$ cat src/rtl/seq_ctrl_pkg.sv
// Shared state encodings, default sizing and the length clamp used by the stream sequencer.
package seq_ctrl_pkg;

   localparam int TICK_DIV_DEFAULT = 50000000;
   localparam int MAX_LEN_DEFAULT  = 16;

   typedef enum logic [2:0] {
      IDLE   = 3'd0,
      CLEAR  = 3'd1,
      WAIT   = 3'd2,
      DRIVE  = 3'd3,
      SAMPLE = 3'd4,
      DONE   = 3'd5
   } state_t;

   function automatic logic [4:0] clamp_len(input logic [4:0] len, input int unsigned max_len);
      if (32'(len) > max_len) begin
         return 5'(max_len);
      end
      return len;
   endfunction

endpackage

$ cat src/rtl/seq_stream_controller_tick_divider.sv
// Counts TICK_DIV enabled cycles and flags the last one; clear forces the count back to zero.
module tick_divider #(
   parameter int TICK_DIV = 2
) (
   input  logic clock,
   input  logic resetn,
   input  logic clear_i,
   input  logic enable_i,
   output logic tc_o
);

   localparam int W = $clog2(TICK_DIV + 1);
   localparam logic [W-1:0] TC_VAL = W'(TICK_DIV - 1);

   logic [W-1:0] count_q;
   logic [W-1:0] count_d;

   assign tc_o = enable_i && (count_q == TC_VAL);

   always_comb begin
      count_d = count_q;
      if (clear_i || tc_o) begin
         count_d = '0;
      end else if (enable_i) begin
         count_d = count_q + W'(1);
      end
   end

   always_ff @(posedge clock) begin
      if (!resetn) begin
         count_q <= '0;
      end else begin
         count_q <= count_d;
      end
   end

endmodule

$ cat src/rtl/seq_stream_controller.sv
// Steps the serial sequence detector through a stored pattern, one bit per divider period,
// counting the matches it reports and pulsing done at the end of a complete run.
module seq_stream_controller
   import seq_ctrl_pkg::*;
#(
   parameter int TICK_DIV = TICK_DIV_DEFAULT,
   parameter int MAX_LEN  = MAX_LEN_DEFAULT
) (
   input  logic               clock,
   input  logic               resetn,
   input  logic               load,
   input  logic [MAX_LEN-1:0] pattern_in,
   input  logic [4:0]         length_in,
   input  logic               start,
   input  logic               abort,
   input  logic               det_match,
   output logic               det_w,
   output logic               det_step,
   output logic               det_resetn,
   output logic               busy,
   output logic               done,
   output logic [4:0]         match_count,
   output logic [4:0]         bit_index
);

   localparam int IDXW = (MAX_LEN > 1) ? $clog2(MAX_LEN) : 1;

   state_t             state_q;
   logic [MAX_LEN-1:0] pattern_q;
   logic [4:0]         length_q;
   logic [4:0]         match_count_q;
   logic [4:0]         bit_index_q;
   logic               det_w_q;
   logic               done_q;

   logic [4:0]         length_d;
   logic [4:0]         bit_index_d;
   logic               tick_tc;

   // A load in the same cycle as start must be visible to the start decision.
   always_comb begin
      length_d    = load ? clamp_len(length_in, MAX_LEN) : length_q;
      bit_index_d = bit_index_q + 5'd1;
   end

   tick_divider #(
      .TICK_DIV (TICK_DIV)
   ) u_tick_divider (
      .clock    (clock),
      .resetn   (resetn),
      .clear_i  (state_q != WAIT),
      .enable_i (state_q == WAIT),
      .tc_o     (tick_tc)
   );

   always_ff @(posedge clock) begin
      if (!resetn) begin
         state_q       <= IDLE;
         pattern_q     <= '0;
         length_q      <= '0;
         match_count_q <= '0;
         bit_index_q   <= '0;
         det_w_q       <= 1'b0;
         done_q        <= 1'b0;
      end else begin
         done_q <= 1'b0;
         case (state_q)
            IDLE: begin
               if (load) begin
                  pattern_q <= pattern_in;
                  length_q  <= length_d;
               end
               if (start) begin
                  if (length_d != 5'd0) begin
                     state_q <= CLEAR;
                  end else begin
                     done_q        <= 1'b1;
                     match_count_q <= '0;
                  end
               end
            end
            CLEAR: begin
               match_count_q <= '0;
               bit_index_q   <= '0;
               state_q       <= WAIT;
            end
            WAIT: begin
               if (tick_tc) begin
                  det_w_q <= pattern_q[bit_index_q[IDXW-1:0]];
                  state_q <= DRIVE;
               end
            end
            DRIVE: begin
               state_q <= SAMPLE;
            end
            SAMPLE: begin
               // The bit was already stepped into the detector, so its result is kept even on abort.
               if (det_match) begin
                  match_count_q <= match_count_q + 5'd1;
               end
               bit_index_q <= bit_index_d;
               if (bit_index_d == length_q) begin
                  state_q <= DONE;
                  done_q  <= 1'b1;
               end else begin
                  state_q <= WAIT;
               end
            end
            DONE: begin
               det_w_q <= 1'b0;
               state_q <= IDLE;
            end
            default: begin
               state_q <= IDLE;
            end
         endcase

         if (abort && (state_q != IDLE)) begin
            state_q <= IDLE;
            done_q  <= 1'b0;
            det_w_q <= 1'b0;
         end
      end
   end

   assign det_w       = det_w_q;
   assign det_step    = (state_q == DRIVE);
   assign det_resetn  = (state_q != CLEAR);
   assign busy        = (state_q == CLEAR) || (state_q == WAIT) ||
                        (state_q == DRIVE) || (state_q == SAMPLE);
   assign done        = done_q;
   assign match_count = match_count_q;
   assign bit_index   = bit_index_q;

endmodule
$ cat config.mk
export PLATFORM = sky130hd
export DESIGN_NAME = seq_stream_controller
export DESIGN_NICKNAME = d
export VERILOG_FILES = /design/src/rtl/seq_ctrl_pkg.sv /design/src/rtl/seq_stream_controller_tick_divider.sv /design/src/rtl/seq_stream_controller.sv
export SDC_FILE = /design/constraint.sdc
export NUM_CORES = 1
export LEC_CHECK = 0
export CORE_MARGIN = 5
export CORE_UTILIZATION = 35
export DETAILED_ROUTE_END_ITERATION = 12
export PLACE_DENSITY_LB_ADDON = 0.3
export SLEW_MARGIN = 25
export SYNTH_ARGS = -nofsm -noshare
export SYNTH_HDL_FRONTEND = slang
export SYNTH_SLANG_ARGS = --single-unit
$ cat constraint.sdc
create_clock -name clock -period 2.2 [get_ports clock]
set_input_delay 0.55 -clock clock [delete_from_list [all_inputs] [get_ports clock]]
set_output_delay 0.55 -clock clock [all_outputs]
set_load 0.03 [all_outputs]
# After elaboration in Yosys (flattened, before gate mapping)
# Index checks and enable logic that the tools add are counted.
# W data, S select, Z words.
# op_classes
add_sub_neg	3
multipliers	0
div	0
order_cmp	2
n_eq_ne	14
n_shift	0
mux	22
bitwise_logic	1
reduce_logical	18
# ops
op	n
$mux W5	6
$add A26 B1 Y26 const B	1
$eq A26 B26 Y1 const B	1
$pmux W3 S5	1
$pmux W5 S3	1
$mux W3	4
$add A5 B1 Y5 const B	2
$ne A2 B2 Y1 const B	5
$pmux W5 S2	1
$eq A3 B2 Y1 const B	2
$eq A3 B3 Y1 const B	2
$mux W1	6
$reduce_bool A3 Y1	2
$eq A5 B5 Y1	1
$gt A5 B5 Y1 const B	1
$lt A4 B5 Y1 const B	1
$reduce_bool A5 Y1	1
$bmux W1 S4	1
$logic_or A1 B1 Y1	4
$pmux W1 S2	2
$reduce_and A2 Y1	2
$reduce_and A4 Y1	1
$reduce_bool A2 Y1	2
$reduce_or A2 Y1	2
other kinds (7)	8
# word_totals
register_bits	62
latchBits	0
mem_bits_rw	0
mem_bits_ro	0
input_bits	27
output_inout_bits	15
word_cells	68
n_memories	0

# Depth between registers and ports, before layout
# Gate-level depths: netlist (run 1).
# depth
ltp_word	8
depth_mapped	7
ltp_nobuf	6

# Cells and area by module
# Synthesis (run 1) repeated with hierarchy kept, for this count alone.
# hier_totals
cells_unflattened	372
area_unflattened_um2	3153.0
# modules_own_cells
mod	n_inst	cells_each	area_each_um2	seq_area_each_um2
seq_stream_controller	1	226	1869.3	720.7
tick_divider	1	146	1283.7	520.5

# Least setup slack after synthesis (run 1)
# OpenSTA, ideal clock, no wires.
# synth_timing
path_type	reg-to-reg
start	reg bit_index_q[0] (netlist: bit_index[0])
end	reg state_q[0]
setup_time_ns	0.086
arrival_ns	1.839
required_time_ns	2.114
path_slack_ns	0.275
stages_incl_launch_ff	7
n_path_buf	1
synth_period_minus_slack_ns	1.925
path_cell_list	dfxtp_1 > clkbuf_1 > nand3_1 > xnor2_1 > nand3_1 > or3_1 > a211oi_1
# synth_between
elab_chain_len	4
# synth_rtl
element	line_no	text
start: declaration	seq_stream_controller.sv:32	logic [4:0] bit_index_q;
start signal: assignment	seq_stream_controller.sv:101	bit_index_q <= bit_index_d;
$add A5 B1 Y5	seq_stream_controller.sv:43	bit_index_d = bit_index_q + 5'd1;
$eq A5 B5 Y1	seq_stream_controller.sv:102	if (bit_index_d == length_q) begin
$mux W3	seq_stream_controller.sv:102	
$pmux W3 S5	seq_stream_controller.sv:67	case (state_q)
end signal: assignment	seq_stream_controller.sv:75	state_q <= CLEAR;
end signal: assignment	seq_stream_controller.sv:103	state_q <= DONE;
end signal: assignment	seq_stream_controller.sv:106	state_q <= WAIT;
end: declaration	seq_stream_controller.sv:28	state_t state_q;
# No other way between the ends.
# A chain may end at the register's enable or synchronous reset.

# Final worst setup path (run 1)
# layout_timing
start	reg bit_index_q[1] (netlist: bit_index[1])
end	out bit_index[1]
# layout_rtl
element	line_no	text
end: declaration	seq_stream_controller.sv:23	output logic [4:0] bit_index
# No word-level cell between the ends.

==> run metrics, run 1 <==
Avg Vias per Cell=5.046; Worst Tran Pin Value=between 0.4 and 0.5 ns; FFs w/ async S/R, synth=0; Congestion Overflow GR=0; routed length per placed instance=13.08 um; Hold WC Path Type=register to register; sequential area share after synthesis=0.4054; worst path buffer plus inverter count=1; most common cell in the netlist=dfxtp_1; GPL Wtd Cong=0.7997; Hold Path Origin=u_tick_divider.count_q[0]; Total Wirelength=approximately 7000 um; area leader, netlist=dfxtp_1; I/O Buffers=41; GRT Total Usage=0.1324; final worst-path cycle share=0.9353; filler cell count=833; Max Slew Vio Count=0; Slew headroom=0.6896; placed cell count=505; initial antenna violation count=0; final core occ=0.4457; CP Cell Sequence=clkdlybuf4s50_1; DR WL met2=~3100 um; syn_nets=390; CTS Buf Count=9; Required @ worst endpoint=1.65 ns; Sink Count=62; leakage power=approximately 0.0014 uW; Die Area=between 0.01 and 0.015 mm2; io pins=42; Max Cap Viol=0; largest net degree at the start of global routing=35; R2R Path Start=u_tick_divider.count_q[16]; unrepaired setup endpoints after global routing=no; Clock Latency Late Sink=0.34 ns; Cell variety after synth=48; Initial Util=0.3545; CTS tree=built; share of post-route cells with drive strength above 1=0.1044; Synth top area share=0.4054; antenna cells=0; wire length on met1=3337 um; CTS max path bufs=2; CP max stage delay=0.73 ns; Peak VDD IR=0.3214 mV; first-pass GRT wire length=11830 um; YS warnings=0; largest cells by area after synthesis=dfxtp_1 (41%), nand2_1 (6.7%), a21boi_0 (4.9%); width of the die=between 100 and 150 um; RR Endpoint=u_tick_divider.count_q[25]; critical path type=register to output pin; Syn Area/Cell=8.505 um2; Worst-path clk slew=~0.060 ns; setup total negative slack=0 ns; crit path from=bit_index[1]; count of non-filler cells in the finished layout=520; Final nets=438; Mapped Area=0.003062 mm2; vias in the first global route=2543; worst reg-to-reg setup slack=0.18 ns; Cells after Synth=360; DP Wirelength=4945 um; status=complete, no violations; DRC viols=0; Max Used Layer=met4; element type at the critical path start=register; antenna-violating nets left=0; Worst Reg2Reg Path Length in Cells=6; worst-path fanout max=5; most frequent cells after synthesis=dfxtp_1 (62), nand2_1 (55), nor2_1 (30); DRT iter0 DRCs=151; area grow syn2layout=25.70%; min cycle time layout=2.058 ns; core area=0.008636 mm2; Hold Path Stages=1; Critical Path End Type=output pin; Largest delay share family, worst path=buffers and inverters; hold endpoint=u_tick_divider.count_q[0]; power per cell area=653.6 mW/mm2; Top FF cell, synth=dfxtp_1; Fin. Hold Viols=0; EDFF count, synth=0; critical path arrival=1.51 ns; first drt pass iteration count=4; count of standard-cell rows=34; Root Buffer=clkbuf_8; Final setup viols=0; register bit count reported by yosys=62; routed wl met3=244 um; highest clock rate=486.0 MHz; H-tree depth=3; vias post-DR=2624; slowest stage cell, crit path=clkdlybuf4s50_1; clock skew=0.01026 ns; Die H=approximately 100 um
## power by group
group          switching [uW]  leakage, uW  internal [uW]
logic                     143     0.000803            135
registers                20.8     0.000503           1160
clock network             435     0.000106            626
total                     599      0.00141           1920
## layer usage
metal,track usage,up-vias
met2,0.1954,45
met5,0,-
met4,0.06935,0
met3,0.03545,13
li1,-,1348
met1,0.1758,1218
## timing repair
action	in CTS	in global routing
hold buffers	0	0
setup buffers	0	0
setup endpoints to repair	2	3
resized for setup	2	3
## stage by stage
stage	area, um2	hold WS (ns)	power (uW)	setup slack, ns
final	3849	0.4491	2516	0.1424
after global routing	3849	0.4773	2626	0.04795
after detailed placement	3642	0.4440	1482	0.09116
after CTS	3842	0.4543	2545	0.001091
after global placement	3642	0.4356	1477	0.1420
after floorplan	3062	0.4176	1366	0.2753
## cell families (layout without fill, tap and decap cells)
family                     count (synthesis)  in the layout  share of synthesized area
AOI/OAI and AO/OA                         59             59                     0.1259
xor gates and xnor gates                  29             29                    0.08296
adders and majority gates                  3              3                    0.01226
buffers and inverters                     24             76                    0.03351
DFF                                       62             62                     0.4054
muxes                                     10             10                    0.04904
and+or+nand+nor                          173            173                     0.2910
## sequential cells by signal, summed over array words and instances (netlist names)
| signal | flops |
|---|---|
| match_count | 5 |
| det_w | 1 |
| done | 1 |
| bit_index | 5 |
| state_q | 3 |
| length_q | 5 |
| u_tick_divider.count_q | 26 |
| pattern_q | 16 |
## layout make-up
type	count	area, um2	area share
well taps	108	135.1	0.03511
inverters	6	22.52	0.005852
multi-input cells	274	1720	0.4470
clock buffers	10	127.6	0.03316
flip-flops and latches	62	1242	0.3228
clock inverters	5	75.07	0.01951
repair buffers	55	525.5	0.1365
## worst max-delay path by stage
stage / end / cells after the start
3_3_place_gp: match_count[1] / 5
5_1_grt: u_tick_divider.count_q[25] / 6
6_report: bit_index[1] / 1
2_1_floorplan: state_q[0] / 6
3_5_place_dp: match_count[0] / 5
4_1_cts: bit_index[0] / 2
## layout by cell type (no fill, tap or decap), types with 3 or more instances in the layout
cell | Yosys | layout
o22ai_1 | 3 | 3
nor3b_1 | 3 | 3
nor3_1 | 6 | 6
mux4_2 | 4 | 4
and3_1 | 11 | 11
ha_1 | 3 | 3
nor2_1 | 30 | 30
nor2b_1 | 9 | 8
nand3b_1 | 3 | 3
nand2_1 | 55 | 55
clkinv_2 | 0 | 3
a21boi_0 | 20 | 20
and2_1 | 4 | 4
or3_1 | 4 | 4
nor2_2 | 3 | 3
nand4_1 | 4 | 4
and4_1 | 5 | 5
xnor2_1 | 14 | 14
mux2i_1 | 6 | 6
inv_1 | 6 | 6
clkbuf_8 | 0 | 9
nand3_1 | 19 | 19
o21ai_0 | 12 | 12
dfxtp_1 | 62 | 61
clkdlybuf4s50_1 | 0 | 37
nor4_1 | 4 | 4
buf_4 | 0 | 14
xor2_1 | 15 | 15
a21oi_1 | 13 | 13
No activity file was read; power rests on OpenSTA's default activity.
==> run 2, diff against run 1 <==
--- a/config.mk
+++ b/config.mk
@@ -7,6 +7,8 @@
 export LEC_CHECK = 0
 export CORE_MARGIN = 5
 export CORE_UTILIZATION = 35
+export CTS_BUF_LIST = sky130_fd_sc_hd__clkbuf_4
+export CTS_CLUSTER_DIAMETER = 80
 export DETAILED_ROUTE_END_ITERATION = 12
 export PLACE_DENSITY_LB_ADDON = 0.3
 export SLEW_MARGIN = 25
==> run metrics, run 2 (same netlist as run 1, synthesis figures left out) <==
power per cell area=614.8 mW/mm2 (-5.9%); antenna cells=0 (unchanged); min cycle time layout=2.099 ns (+0.04095 ns); CTS Buf Count=9 (unchanged); first drt pass iteration count=4 (unchanged); Sink Count=62 (unchanged); worst-path fanout max=5 (unchanged); area grow syn2layout=24.07%; io pins=42 (unchanged); GRT Total Usage=0.1329 (+0.0005216); critical path type=register to output pin; Reg with most FFs=u_tick_divider.count_q; antenna-violating nets left=0 (unchanged); status=complete, no violations; Hold WC Path Type=register to register; commonest cells after routing, fill and taps aside=dfxtp_1 (61), nand2_1 (55), clkdlybuf4s50_1 (35); Worst Tran Pin Value=0.4598 ns (-0.002263 ns); Largest delay share family, worst path=buffers and inverters; Root Buffer=clkbuf_4; CP Cell Sequence=clkdlybuf4s50_1; count of standard-cell rows=34 (unchanged); Initial Util=0.3545 (unchanged); leakage power=0.001412 uW (about the same); unrepaired setup endpoints after global routing=no; pre-CTS WS=0.09116 ns (unchanged); CTS max path bufs=2 (unchanged); final worst-path cycle share=0.9539 (+0.01862); Final setup viols=0 (unchanged); Final nets=438 (unchanged); Fin. Hold Viols=0 (unchanged); DRC viols=0 (unchanged); vias in the first global route=2544 (+0.039%); final worst setup slack=0.1015 ns (-0.04095 ns); Die Area=0.01072 mm2 (unchanged); DRT iter0 DRCs=127 (-16%); worst path buffer plus inverter count=1 (unchanged); overall power=2336 uW (-7.2%); I/O Buffers=41 (unchanged); Worst-path clk slew=0.10 ns (+0.04 ns); first-pass GRT wire length=11850 um (+0.12%); routed length per placed instance=13.02 um (-0.43%); clock skew=0.01857 ns (+0.008307 ns); Top Registers=u_tick_divider.count_q: 26 flops, pattern_q: 16 flops; slowest stage cell, crit path=clkdlybuf4s50_1; CP max stage delay=0.71 ns (-0.02 ns); critical path arrival=1.55 ns (+0.04 ns); Critical Path End Type=output pin; Avg Vias per Cell=5.062 (+0.30%); final core occ=0.4399 (-0.005795); Max Cap Viol=0 (unchanged); Clock Latency Late Sink=0.42 ns (+0.08 ns); Max Slew Vio Count=0 (unchanged); Slew headroom=0.6911 (+0.001520); largest net degree at the start of global routing=35 (unchanged); Congestion Overflow GR=0 (unchanged); setup total negative slack=0 ns (unchanged); element type at the critical path start=register; CTS tree=built; DP Wirelength=4945 um (unchanged); vias post-DR=2632 (+0.30%); Die H=103.5 um (unchanged); core area=0.008636 mm2 (unchanged); Setup Fix Bufs, Post-CTS=0 (unchanged); highest clock rate=476.5 MHz (-2.0%); Peak VDD IR=0.3450 mV (+7.3%); H-tree depth=3 (unchanged); share of post-route cells with drive strength above 1=0.1068 (+0.002427); width of the die=103.5 um (unchanged); max FFs per register=26 (unchanged); initial antenna violation count=0 (unchanged); Required @ worst endpoint=1.65 ns (about the same); commonest non-fill, non-tap cell in the layout=dfxtp_1; Total Wirelength=6770 um (-0.43%); GPL Wtd Cong=0.7997 (unchanged)
[run 2: cell count changes in the layout (fill, tap and decap cells not counted)]
cell | previous run | this run
clkbuf_1 | 1 | 0
clkbuf_4 | 0 | 10
clkbuf_8 | 9 | 0
clkdlybuf4s15_1 | 0 | 1
clkdlybuf4s50_1 | 37 | 35
dlymetal6s2s_1 | 1 | 2
[run 2: what timing repair did]
action / in CTS / in global routing
hold buffers: 0 / 0
endpoints found under the setup margin: 3 / 3
gates resized for setup: 5 / 3
[run 2: worst paths after layout]
path	start	endpoint	slack, ns	cells after the start
min	u_tick_divider.count_q[0]	u_tick_divider.count_q[0]	0.45	1
max reg2reg	u_tick_divider.count_q[16]	u_tick_divider.count_q[25]	0.19	6
max	match_count[0]	match_count[0]	0.10	1
min reg2reg	u_tick_divider.count_q[0]	u_tick_divider.count_q[0]	0.45	1
[run 2: area by class of cell]
type / count / area, um2
multi-input combinational: 274 / 1720
clock buffer: 10 / 75.07
inverter: 6 / 22.52
fill: 837 / 4837
clock inverter: 5 / 75.07
sequential: 62 / 1242
tap: 108 / 135.1
timing repair buffer: 55 / 528.0
[run 2: per-layer routing]
metal  routed length [um]  track usage  part of all wire  up-vias
li1                     -            -                 -     1348
met1                 3283       0.1747              0.48     1221
met2                 3058       0.1972              0.45       52
met3                  314      0.04851             0.046       11
met4                  113      0.05248             0.017        0
met5                    0            0                 0        -
[run 2: through the flow]
step	area (um2)	hold slack, ns	instances
5_1_grt	3799	0.4834	520
6_report	3799	0.4534	520
3_3_place_gp	3642	0.4356	505
2_1_floorplan	3062	0.4176	360
3_5_place_dp	3642	0.4440	505
4_1_cts	3791	0.4599	520
[run 2: power by group]
group	switching (uW)	internal [uW]
clock	421	462
combinational	141	135
sequential	20.4	1160
total	583	1750
